$ cat src/rtl/rv32i_control_fsm_pkg.sv
// Shared RV32I types for the multicycle control unit: opcodes, funct3 decodes,
// ALU operations and the datapath mux select encodings.
package rv32i_control_fsm_pkg;

    localparam int unsigned OPCODE_W  = 7;
    localparam int unsigned FUNCT3_W  = 3;
    localparam int unsigned FUNCT7_W  = 7;
    localparam int unsigned LSB_W     = 2;
    localparam int unsigned MASK_W    = 4;
    localparam int unsigned PCMUX_W   = 2;
    localparam int unsigned ALUMUX2_W = 3;
    localparam int unsigned RFMUX_W   = 4;
    localparam int unsigned ALUOP_W   = 3;

    typedef enum logic [OPCODE_W-1:0] {
        op_lui   = 7'b0110111,
        op_auipc = 7'b0010111,
        op_jal   = 7'b1101111,
        op_jalr  = 7'b1100111,
        op_br    = 7'b1100011,
        op_load  = 7'b0000011,
        op_store = 7'b0100011,
        op_imm   = 7'b0010011,
        op_reg   = 7'b0110011,
        op_csr   = 7'b1110011
    } rv32i_opcode;

    // Encoded so that an arithmetic funct3 maps straight onto the ALU op.
    typedef enum logic [ALUOP_W-1:0] {
        alu_add = 3'b000,
        alu_sll = 3'b001,
        alu_sra = 3'b010,
        alu_sub = 3'b011,
        alu_xor = 3'b100,
        alu_srl = 3'b101,
        alu_or  = 3'b110,
        alu_and = 3'b111
    } alu_ops;

    typedef enum logic [FUNCT3_W-1:0] {
        beq  = 3'b000,
        bne  = 3'b001,
        blt  = 3'b100,
        bge  = 3'b101,
        bltu = 3'b110,
        bgeu = 3'b111
    } branch_funct3_t;

    typedef enum logic [FUNCT3_W-1:0] {
        lb  = 3'b000,
        lh  = 3'b001,
        lw  = 3'b010,
        lbu = 3'b100,
        lhu = 3'b101
    } load_funct3_t;

    typedef enum logic [FUNCT3_W-1:0] {
        sb = 3'b000,
        sh = 3'b001,
        sw = 3'b010
    } store_funct3_t;

    typedef enum logic [FUNCT3_W-1:0] {
        f3_add  = 3'b000,
        f3_sll  = 3'b001,
        f3_slt  = 3'b010,
        f3_sltu = 3'b011,
        f3_xor  = 3'b100,
        f3_sr   = 3'b101,
        f3_or   = 3'b110,
        f3_and  = 3'b111
    } arith_funct3_t;

    typedef enum logic [PCMUX_W-1:0] {
        pcmux_pc_plus4 = 2'd0,
        pcmux_alu_out  = 2'd1,
        pcmux_alu_mod2 = 2'd2
    } pcmux_sel_t;

    typedef enum logic {
        marmux_pc_out  = 1'b0,
        marmux_alu_out = 1'b1
    } marmux_sel_t;

    typedef enum logic {
        cmpmux_rs2_out = 1'b0,
        cmpmux_i_imm   = 1'b1
    } cmpmux_sel_t;

    typedef enum logic {
        alumux1_rs1_out = 1'b0,
        alumux1_pc_out  = 1'b1
    } alumux1_sel_t;

    typedef enum logic [ALUMUX2_W-1:0] {
        alumux2_i_imm   = 3'd0,
        alumux2_u_imm   = 3'd1,
        alumux2_b_imm   = 3'd2,
        alumux2_s_imm   = 3'd3,
        alumux2_j_imm   = 3'd4,
        alumux2_rs2_out = 3'd5
    } alumux2_sel_t;

    typedef enum logic [RFMUX_W-1:0] {
        rf_alu_out  = 4'd0,
        rf_br_en    = 4'd1,
        rf_u_imm    = 4'd2,
        rf_lw       = 4'd3,
        rf_pc_plus4 = 4'd4,
        rf_lb       = 4'd5,
        rf_lbu      = 4'd6,
        rf_lh       = 4'd7,
        rf_lhu      = 4'd8
    } regfilemux_sel_t;

endpackage

$ cat src/rtl/rv32i_store_mask.sv
// Write byte-lane mask for a store; lanes shifted past bit 3 are simply dropped.
module rv32i_store_mask
    import rv32i_control_fsm_pkg::*;
(
    input  logic [FUNCT3_W-1:0] funct3,
    input  logic [LSB_W-1:0]    addr_lsb,
    output logic [MASK_W-1:0]   byte_enable_c
);

    always_comb begin
        byte_enable_c = 4'hF;
        case (funct3)
            sb:      byte_enable_c = MASK_W'(4'b0001 << addr_lsb);
            sh:      byte_enable_c = MASK_W'(4'b0011 << addr_lsb);
            default: byte_enable_c = 4'hF;
        endcase
    end

endmodule

$ cat src/rtl/rv32i_control_fsm.sv
// Multicycle RV32I control unit: sequences fetch, decode, execute, memory and
// writeback one instruction at a time; outputs decode from state and IR fields.
module rv32i_control_fsm
    import rv32i_control_fsm_pkg::*;
(
    input  logic                 clk,
    input  logic                 rst,
    input  logic [OPCODE_W-1:0]  opcode,
    input  logic [FUNCT3_W-1:0]  funct3,
    input  logic [FUNCT7_W-1:0]  funct7,
    input  logic                 br_en,
    input  logic [LSB_W-1:0]     addr_lsb,
    input  logic                 mem_resp,
    output logic                 load_pc,
    output logic                 load_ir,
    output logic                 load_regfile,
    output logic                 load_mar,
    output logic                 load_mdr,
    output logic                 load_data_out,
    output logic [PCMUX_W-1:0]   pcmux_sel,
    output logic                 marmux_sel,
    output logic                 cmpmux_sel,
    output logic                 alumux1_sel,
    output logic [ALUMUX2_W-1:0] alumux2_sel,
    output logic [RFMUX_W-1:0]   regfilemux_sel,
    output logic [ALUOP_W-1:0]   aluop,
    output logic [FUNCT3_W-1:0]  cmpop,
    output logic                 mem_read,
    output logic                 mem_write,
    output logic [MASK_W-1:0]    mem_byte_enable
);

    typedef enum logic [3:0] {
        S_FETCH1, S_FETCH2, S_FETCH3, S_DECODE,
        S_LUI, S_AUIPC, S_JAL, S_JALR, S_BR, S_IMM, S_REG,
        S_CALC_ADDR, S_LD1, S_LD2, S_ST1, S_ST2
    } state_t;

    state_t          state;
    state_t          next_state;
    pcmux_sel_t      pcmux;
    marmux_sel_t     marmux;
    cmpmux_sel_t     cmpmux;
    alumux1_sel_t    alumux1;
    alumux2_sel_t    alumux2;
    regfilemux_sel_t regfilemux;
    alu_ops          alu_op;
    branch_funct3_t  cmp_op;
    logic [MASK_W-1:0] store_mask_c;
    logic            unused_funct7;

    // Only funct7[5] distinguishes sub/sra from add/srl.
    assign unused_funct7 = ^{funct7[6], funct7[4:0]};

    // Execute state selected by the opcode; unknown opcodes fall back to fetch.
    function automatic state_t decode_target(input logic [OPCODE_W-1:0] op);
        case (op)
            op_lui:   return S_LUI;
            op_auipc: return S_AUIPC;
            op_jal:   return S_JAL;
            op_jalr:  return S_JALR;
            op_br:    return S_BR;
            op_load:  return S_CALC_ADDR;
            op_store: return S_CALC_ADDR;
            op_imm:   return S_IMM;
            op_reg:   return S_REG;
            default:  return S_FETCH1;
        endcase
    endfunction

    rv32i_store_mask u_store_mask (
        .funct3        (funct3),
        .addr_lsb      (addr_lsb),
        .byte_enable_c (store_mask_c)
    );

    always_ff @(posedge clk) begin
        if (rst) state <= S_FETCH1;
        else     state <= next_state;
    end

    always_comb begin
        next_state = state;
        case (state)
            S_FETCH1:    next_state = S_FETCH2;
            S_FETCH2:    if (mem_resp) next_state = S_FETCH3;
            S_FETCH3:    next_state = S_DECODE;
            S_DECODE:    next_state = decode_target(opcode);
            S_CALC_ADDR: next_state = (opcode == op_store) ? S_ST1 : S_LD1;
            S_LD1:       if (mem_resp) next_state = S_LD2;
            S_ST1:       if (mem_resp) next_state = S_ST2;
            default:     next_state = S_FETCH1;
        endcase
    end

    always_comb begin
        load_pc         = 1'b0;
        load_ir         = 1'b0;
        load_regfile    = 1'b0;
        load_mar        = 1'b0;
        load_mdr        = 1'b0;
        load_data_out   = 1'b0;
        mem_read        = 1'b0;
        mem_write       = 1'b0;
        mem_byte_enable = 4'hF;
        pcmux           = pcmux_pc_plus4;
        marmux          = marmux_pc_out;
        cmpmux          = cmpmux_rs2_out;
        alumux1         = alumux1_rs1_out;
        alumux2         = alumux2_i_imm;
        regfilemux      = rf_alu_out;
        alu_op          = alu_add;
        cmp_op          = beq;
        case (state)
            S_FETCH1: begin
                marmux   = marmux_pc_out;
                load_mar = 1'b1;
            end
            S_FETCH2: begin
                mem_read = 1'b1;
                load_mdr = 1'b1;
            end
            S_FETCH3: load_ir = 1'b1;
            S_DECODE: load_pc = (decode_target(opcode) == S_FETCH1);
            S_LUI: begin
                regfilemux   = rf_u_imm;
                load_regfile = 1'b1;
                load_pc      = 1'b1;
            end
            S_AUIPC: begin
                alumux1      = alumux1_pc_out;
                alumux2      = alumux2_u_imm;
                alu_op       = alu_add;
                load_regfile = 1'b1;
                load_pc      = 1'b1;
            end
            S_IMM, S_REG: begin
                alumux2      = (state == S_REG) ? alumux2_rs2_out : alumux2_i_imm;
                load_regfile = 1'b1;
                load_pc      = 1'b1;
                case (funct3)
                    f3_slt, f3_sltu: begin
                        cmpmux     = (state == S_REG) ? cmpmux_rs2_out : cmpmux_i_imm;
                        cmp_op     = (funct3 == f3_slt) ? blt : bltu;
                        regfilemux = rf_br_en;
                    end
                    f3_sr:   alu_op = funct7[5] ? alu_sra : alu_srl;
                    f3_add:  alu_op = (state == S_REG && funct7[5]) ? alu_sub : alu_add;
                    default: alu_op = alu_ops'(funct3);
                endcase
            end
            S_BR: begin
                cmp_op  = branch_funct3_t'(funct3);
                alumux1 = alumux1_pc_out;
                alumux2 = alumux2_b_imm;
                pcmux   = br_en ? pcmux_alu_out : pcmux_pc_plus4;
                load_pc = 1'b1;
            end
            S_JAL: begin
                regfilemux   = rf_pc_plus4;
                load_regfile = 1'b1;
                alumux1      = alumux1_pc_out;
                alumux2      = alumux2_j_imm;
                pcmux        = pcmux_alu_out;
                load_pc      = 1'b1;
            end
            S_JALR: begin
                regfilemux   = rf_pc_plus4;
                load_regfile = 1'b1;
                alumux2      = alumux2_i_imm;
                pcmux        = pcmux_alu_mod2;
                load_pc      = 1'b1;
            end
            S_CALC_ADDR: begin
                marmux   = marmux_alu_out;
                load_mar = 1'b1;
                if (opcode == op_store) begin
                    alumux2       = alumux2_s_imm;
                    load_data_out = 1'b1;
                end else begin
                    alumux2 = alumux2_i_imm;
                end
            end
            S_LD1: begin
                mem_read = 1'b1;
                load_mdr = 1'b1;
            end
            S_LD2: begin
                load_regfile = 1'b1;
                load_pc      = 1'b1;
                case (funct3)
                    lb:      regfilemux = rf_lb;
                    lh:      regfilemux = rf_lh;
                    lbu:     regfilemux = rf_lbu;
                    lhu:     regfilemux = rf_lhu;
                    default: regfilemux = rf_lw;
                endcase
            end
            S_ST1: begin
                mem_write       = 1'b1;
                mem_byte_enable = store_mask_c;
            end
            S_ST2: load_pc = 1'b1;
            default: load_pc = 1'b0;
        endcase
    end

    assign pcmux_sel      = pcmux;
    assign marmux_sel     = marmux;
    assign cmpmux_sel     = cmpmux;
    assign alumux1_sel    = alumux1;
    assign alumux2_sel    = alumux2;
    assign regfilemux_sel = regfilemux;
    assign aluop          = alu_op;
    assign cmpop          = cmp_op;

endmodule

$ cat config.mk
export PLATFORM = sky130hd
export DESIGN_NAME = rv32i_control_fsm
export DESIGN_NICKNAME = d
export VERILOG_FILES = /design/src/rtl/rv32i_control_fsm_pkg.sv /design/src/rtl/rv32i_store_mask.sv /design/src/rtl/rv32i_control_fsm.sv
export SDC_FILE = /design/constraint.sdc
export NUM_CORES = 1
export LEC_CHECK = 0
export ABC_CLOCK_PERIOD_IN_PS = 1600
export CAP_MARGIN = 20
export CORE_ASPECT_RATIO = 0.75
export CORE_MARGIN = 4
export CORE_UTILIZATION = 38
export DETAILED_ROUTE_END_ITERATION = 7
export PLACE_DENSITY_LB_ADDON = 0.12
export SLEW_MARGIN = 20
export SYNTH_ARGS = -nofsm -noshare
export SYNTH_HDL_FRONTEND = slang
export SYNTH_HIERARCHICAL = 1
export SYNTH_SLANG_ARGS = --single-unit
$ cat constraint.sdc
create_clock -name clk -period 1.6 [get_ports clk]
set_clock_uncertainty 0.2 [all_clocks]
set_input_delay 0.24 -clock clk [delete_from_list [all_inputs] [get_ports clk]]
set_output_delay 0.24 -clock clk [all_outputs]
set_load 0.005 [all_outputs]
==> metrics.cfg, run 1 <==
[logic_synthesis]
syn_area_sq_um=915
ys_async_sr_fraction_pct=0
syn_nets=163
yosysSeqAreaShare_pct=8.76
synth-edff-count=0
synth_ff_type=dfxtp_1
yosysUniqueCellTypes=50
syn_area_per_cell_sq_um=6.53
synth_top_area_share_pct=8.76
netlist.top_cell.by_area=dfxtp_1
synth-seq-cells=4
synthCells=140
synth_warnings=6
synthTopCellsByArea=dfxtp_1 8.8%, a21oi_1 7.7%, nand2b_1 6.8%, nand2_1 5.3%, o21ai_0 4.9%

[floorplanning]
start_util_pct=39.9
die_h_um=50.5
pin_count=53
rows=15
die_w_um=64.7

[clock_network]
cts-root-buf=clkbuf_4
ctsHoldBuffers=0
cts_max_path_buffers=2
clock_sinks=4
numCtsBuffers=3
htree_levels=1

[placed_design]
io_buffer_count=46
place_hpwl_um=2790
routabilityCongestion=0.859

[sta]
worstEndpointGrtRepair=cmpop[2]
worst-ep-kind=top-level output

[global_route]
grt_start_max_net_pins=10

[status]
run_status=stopped before the end
stop_stage=5_1_grt
error_line=[ERROR DPL-0038] Utilization greater than 100%, impossible to legalize

-- cell usage after synthesis (2+ instances only) --
master	n
dfxtp_1	4
or3b_1	2
nand4b_1	2
nand2_1	13
buf_2	6
nand3_1	7
nand2b_1	10
or2_2	4
inv_1	5
buf_6	2
nor4_2	2
nor2b_1	2
or3_1	3
nor3_1	5
clkbuf_1	3
o21ai_0	9
o21ai_1	3
nor2_1	11
a21oi_1	14
and3b_1	2
o211ai_1	2
-- through the flow --
step	util (%)	area (sq um)	setup WS (ns)	instances
4_1_cts	93.2	2130	-0.303	289
3_5_place_dp	72.1	1650	-0.875	248
3_3_place_gp	72.1	1650	-0.820	248
2_1_floorplan	-	918	0.0123	140
-- kinds of logic after synthesis --
kind of cell / count (synthesis) / synth area share [%]
AOI/OAI and AO/OA: 43 / 31.9
xor gates and xnor gates: 2 / 1.92
adders and majority gates: 1 / 1.09
buffers and inverters: 18 / 10.5
DFF: 4 / 8.76
muxes: 2 / 2.33
and+or+nand+nor: 70 / 43.5
-- what timing repair did --
item                                    4_1_cts
endpoints found under the setup margin       34
endpoints found under the hold margin         0
resized for setup                           232
pin swaps                                    40
cloned                                        0
buffers inserted                             39
==> run 2, diff against run 1 <==
--- a/config.mk
+++ b/config.mk
@@ -7,11 +7,10 @@
 export LEC_CHECK = 0
 export ABC_CLOCK_PERIOD_IN_PS = 1600
 export CAP_MARGIN = 20
-export CORE_ASPECT_RATIO = 0.75
-export CORE_MARGIN = 4
-export CORE_UTILIZATION = 38
+export CORE_AREA = 4 4 65 67
 export DETAILED_ROUTE_END_ITERATION = 7
-export PLACE_DENSITY_LB_ADDON = 0.12
+export DIE_AREA = 0 0 69 71
+export PLACE_DENSITY_LB_ADDON = 0.15
 export SLEW_MARGIN = 20
 export SYNTH_ARGS = -nofsm -noshare
 export SYNTH_HDL_FRONTEND = slang
==> run 2 against run 1 <==
  * The flow now finishes, with violations (setup timing)
  * Synthesized area stayed put
  * Synthesized cell count did not move
==> metrics.cfg, run 2 <==
[logic_synthesis]
synth_top_area_share_pct=8.76
netlist.top_cell.by_area=dfxtp_1
synth_ff_type=dfxtp_1
synthCells=140
yosysUniqueCellTypes=50
yosys-top-cells-count=14 x a21oi_1, 13 x nand2_1, 11 x nor2_1, 10 x nand2b_1, 9 x o21ai_0
synth-edff-count=0
synth-seq-cells=4
yosysSeqAreaShare_pct=8.76
syn_nets=163
synthTopCellsByArea=dfxtp_1 8.8%, a21oi_1 7.7%, nand2b_1 6.8%, nand2_1 5.3%, o21ai_0 4.9%
ys_async_sr_fraction_pct=0
yosysMostFrequentCell=a21oi_1
synth_warnings=6
syn_area_per_cell_sq_um=6.53
syn_area_sq_um=915

[setup_path]
start_kind=register
cp_cell_sequence=buf_4 -> buf_6 -> nand2_4 -> buf_6 -> a311oi_2 -> a211o_1 -> buf_2
cp-startpoint=state[0]
worstPathRequired_ns=1.16
worstSetupPathType=register to primary output
cp_max_fo=8
critical-path-max-stage-delay_ns=0.36
endpoint=load_pc
crit_top_cell=buf_6
worstPathArrival_ns=1.43
timing.reg2reg.setup_slack_ns=-0.09
critPathSlowestCell=dfxtp_4
reg2regPathDepth=8
crit_path_end_kind=primary output
r2r_end=state[1]
regToRegStartpoint=state[0]

[route]
wl_um=4110
drcViolationCount=0
routedWlPerCell_um=13.8
dr.pass1.iters=4
vias=1456
drt_iter0_markers=50
via_per_inst=4.87
postRouteAntennaNets=0

[floorplanning]
fp.coreArea_sq_um=3630
die_w_um=69
dieArea_sq_um=4900
die_h_um=71
pin_count=53
rows=22
start_util_pct=25.2

[global_route]
grt_pass1_wl_um=6400
grt_use_total_pct=15.2
antenna_found_initial=0
grt_overflow=0
grt_start_max_net_pins=10
grt_pass1_vias=1408

[clock_network]
clock_sinks=4
cts_max_path_buffers=2
cts_tree=done
htree_levels=1
insertion_delay_ns=0.21
clk_transition_reported_paths_ns=0.03
numCtsBuffers=3
cts-root-buf=clkbuf_8

[finish]
nFillCells=333
final_common_cell=buf_4
largest_reg_flops=4
top_regs=state: 4 flops
postLayoutCoreUtil_pct=62.7
top_register=state
nets=276
final_cells=299
diodes=0
drive_gt1_share_pct=69.7
syn_to_final_growth_pct=149
layout_common_cells=52 x buf_4, 24 x buf_2, 24 x buf_6, 8 x nand2_1, 8 x a21oi_1

[sta]
worstMarginPinSlew_ns=0.549
setup_violations=32
setup_ws_ns=-0.273
drv_slew=0
rsz0062_at_grt=true
fin_setup_tns_ns=-5.36
maxSlewHeadroom_pct=62.5
min_period_ns=1.87
fmax_ghz=0.534
hold_violations=0
post-route-period-util_pct=117

[pwr]
power_density_nw_per_um2=340
leakage_uw=0.00104
vdd_drop_max_mv=0.646

[worst_hold_path]
hold_class=input pin to register

[status]
run_status=finished, violations left
failed_checks=setup timing

[flow_run]
cap_violations=0

[placed_design]
place_hpwl_um=2860
io_buffer_count=46
routabilityCongestion=0.808
dp_cells=264

==> run 2: cell counts after synthesis <==
No cell type changed its count.
==> run 2: critical path, delay by kind of cell, from the launching register on <==
kind | cells | cell delay (ns)
AO/OA/AOI/OAI | 2 | 0.31
buffers and inverters | 4 | 0.48
flip-flops | 1 | 0.36
AND/OR/NAND/NOR | 1 | 0.06
==> run 2: worst min path at each step <==
stage                    from  endpoint  cells after the start
finish              opcode[3]  state[0]                      3
global route        opcode[3]  state[0]                      3
CTS                 opcode[3]  state[0]                      3
detailed placement   state[2]  state[1]                      3
global placement     state[2]  state[1]                      3
floorplan                 rst  state[1]                      1
==> run 2: cell families after synthesis <==
group                    count (synthesis)  share of synthesized area, %
buffers and inverters                   18                          10.5
AND/OR/NAND/NOR                         70                          43.5
multiplexers                             2                          2.33
adder cells (fa/ha/maj)                  1                          1.09
XOR/XNOR                                 2                          1.92
flip-flops                               4                          8.76
AO/OA/AOI/OAI                           43                          31.9
==> run 2: repair_timing <==
action | CTS | global route
hold buffers | 0 | 0
gates resized for setup | 222 | 31
endpoints found under the setup margin | 34 | 33
gates cloned | 1 | 1
pin swaps | 28 | 15
buffers inserted | 22 | 8
hold endpoints to repair | 0 | 0
==> run 2: per-layer routing <==
| metal | track usage [%] | wire [um] |
|---|---|---|
| met1 | 17.3 | 1680 |
| met2 | 30.4 | 2280 |
| met3 | 2.98 | 150 |
| met4 | 0.651 | 0 |
| met5 | 0 | 0 |
==> run 2: report_power, final <==
part	switching [uW]	leakage, uW	internal [uW]
Combinational	191	0.000984	254
Sequential	19.3	0.0000355	103
Clock	47.2	0.0000216	160
==> run 2: cell type report <==
cell class / instances / area, sq um / area share [%]
well taps: 48 / 60.1 / 2.64
flip-flops and latches: 4 / 95.1 / 4.17
multi-input cells: 118 / 1040 / 45.7
inverters: 6 / 25.0 / 1.10
clock buffers: 3 / 41.3 / 1.81
repair buffers: 120 / 1020 / 44.6
==> run 2: stage by stage <==
stage	worst slack [ns]	cell area, sq um	hold slack (ns)	total power, uW
after CTS	-0.265	2120	0.412	739
after global placement	-0.812	1700	0.584	426
after floorplan	0.0123	918	0.108	254
after global routing	-0.380	2280	0.252	823
final	-0.273	2280	0.257	775
after detailed placement	-0.882	1700	0.590	430
Power figures use the tool's default switching activity.
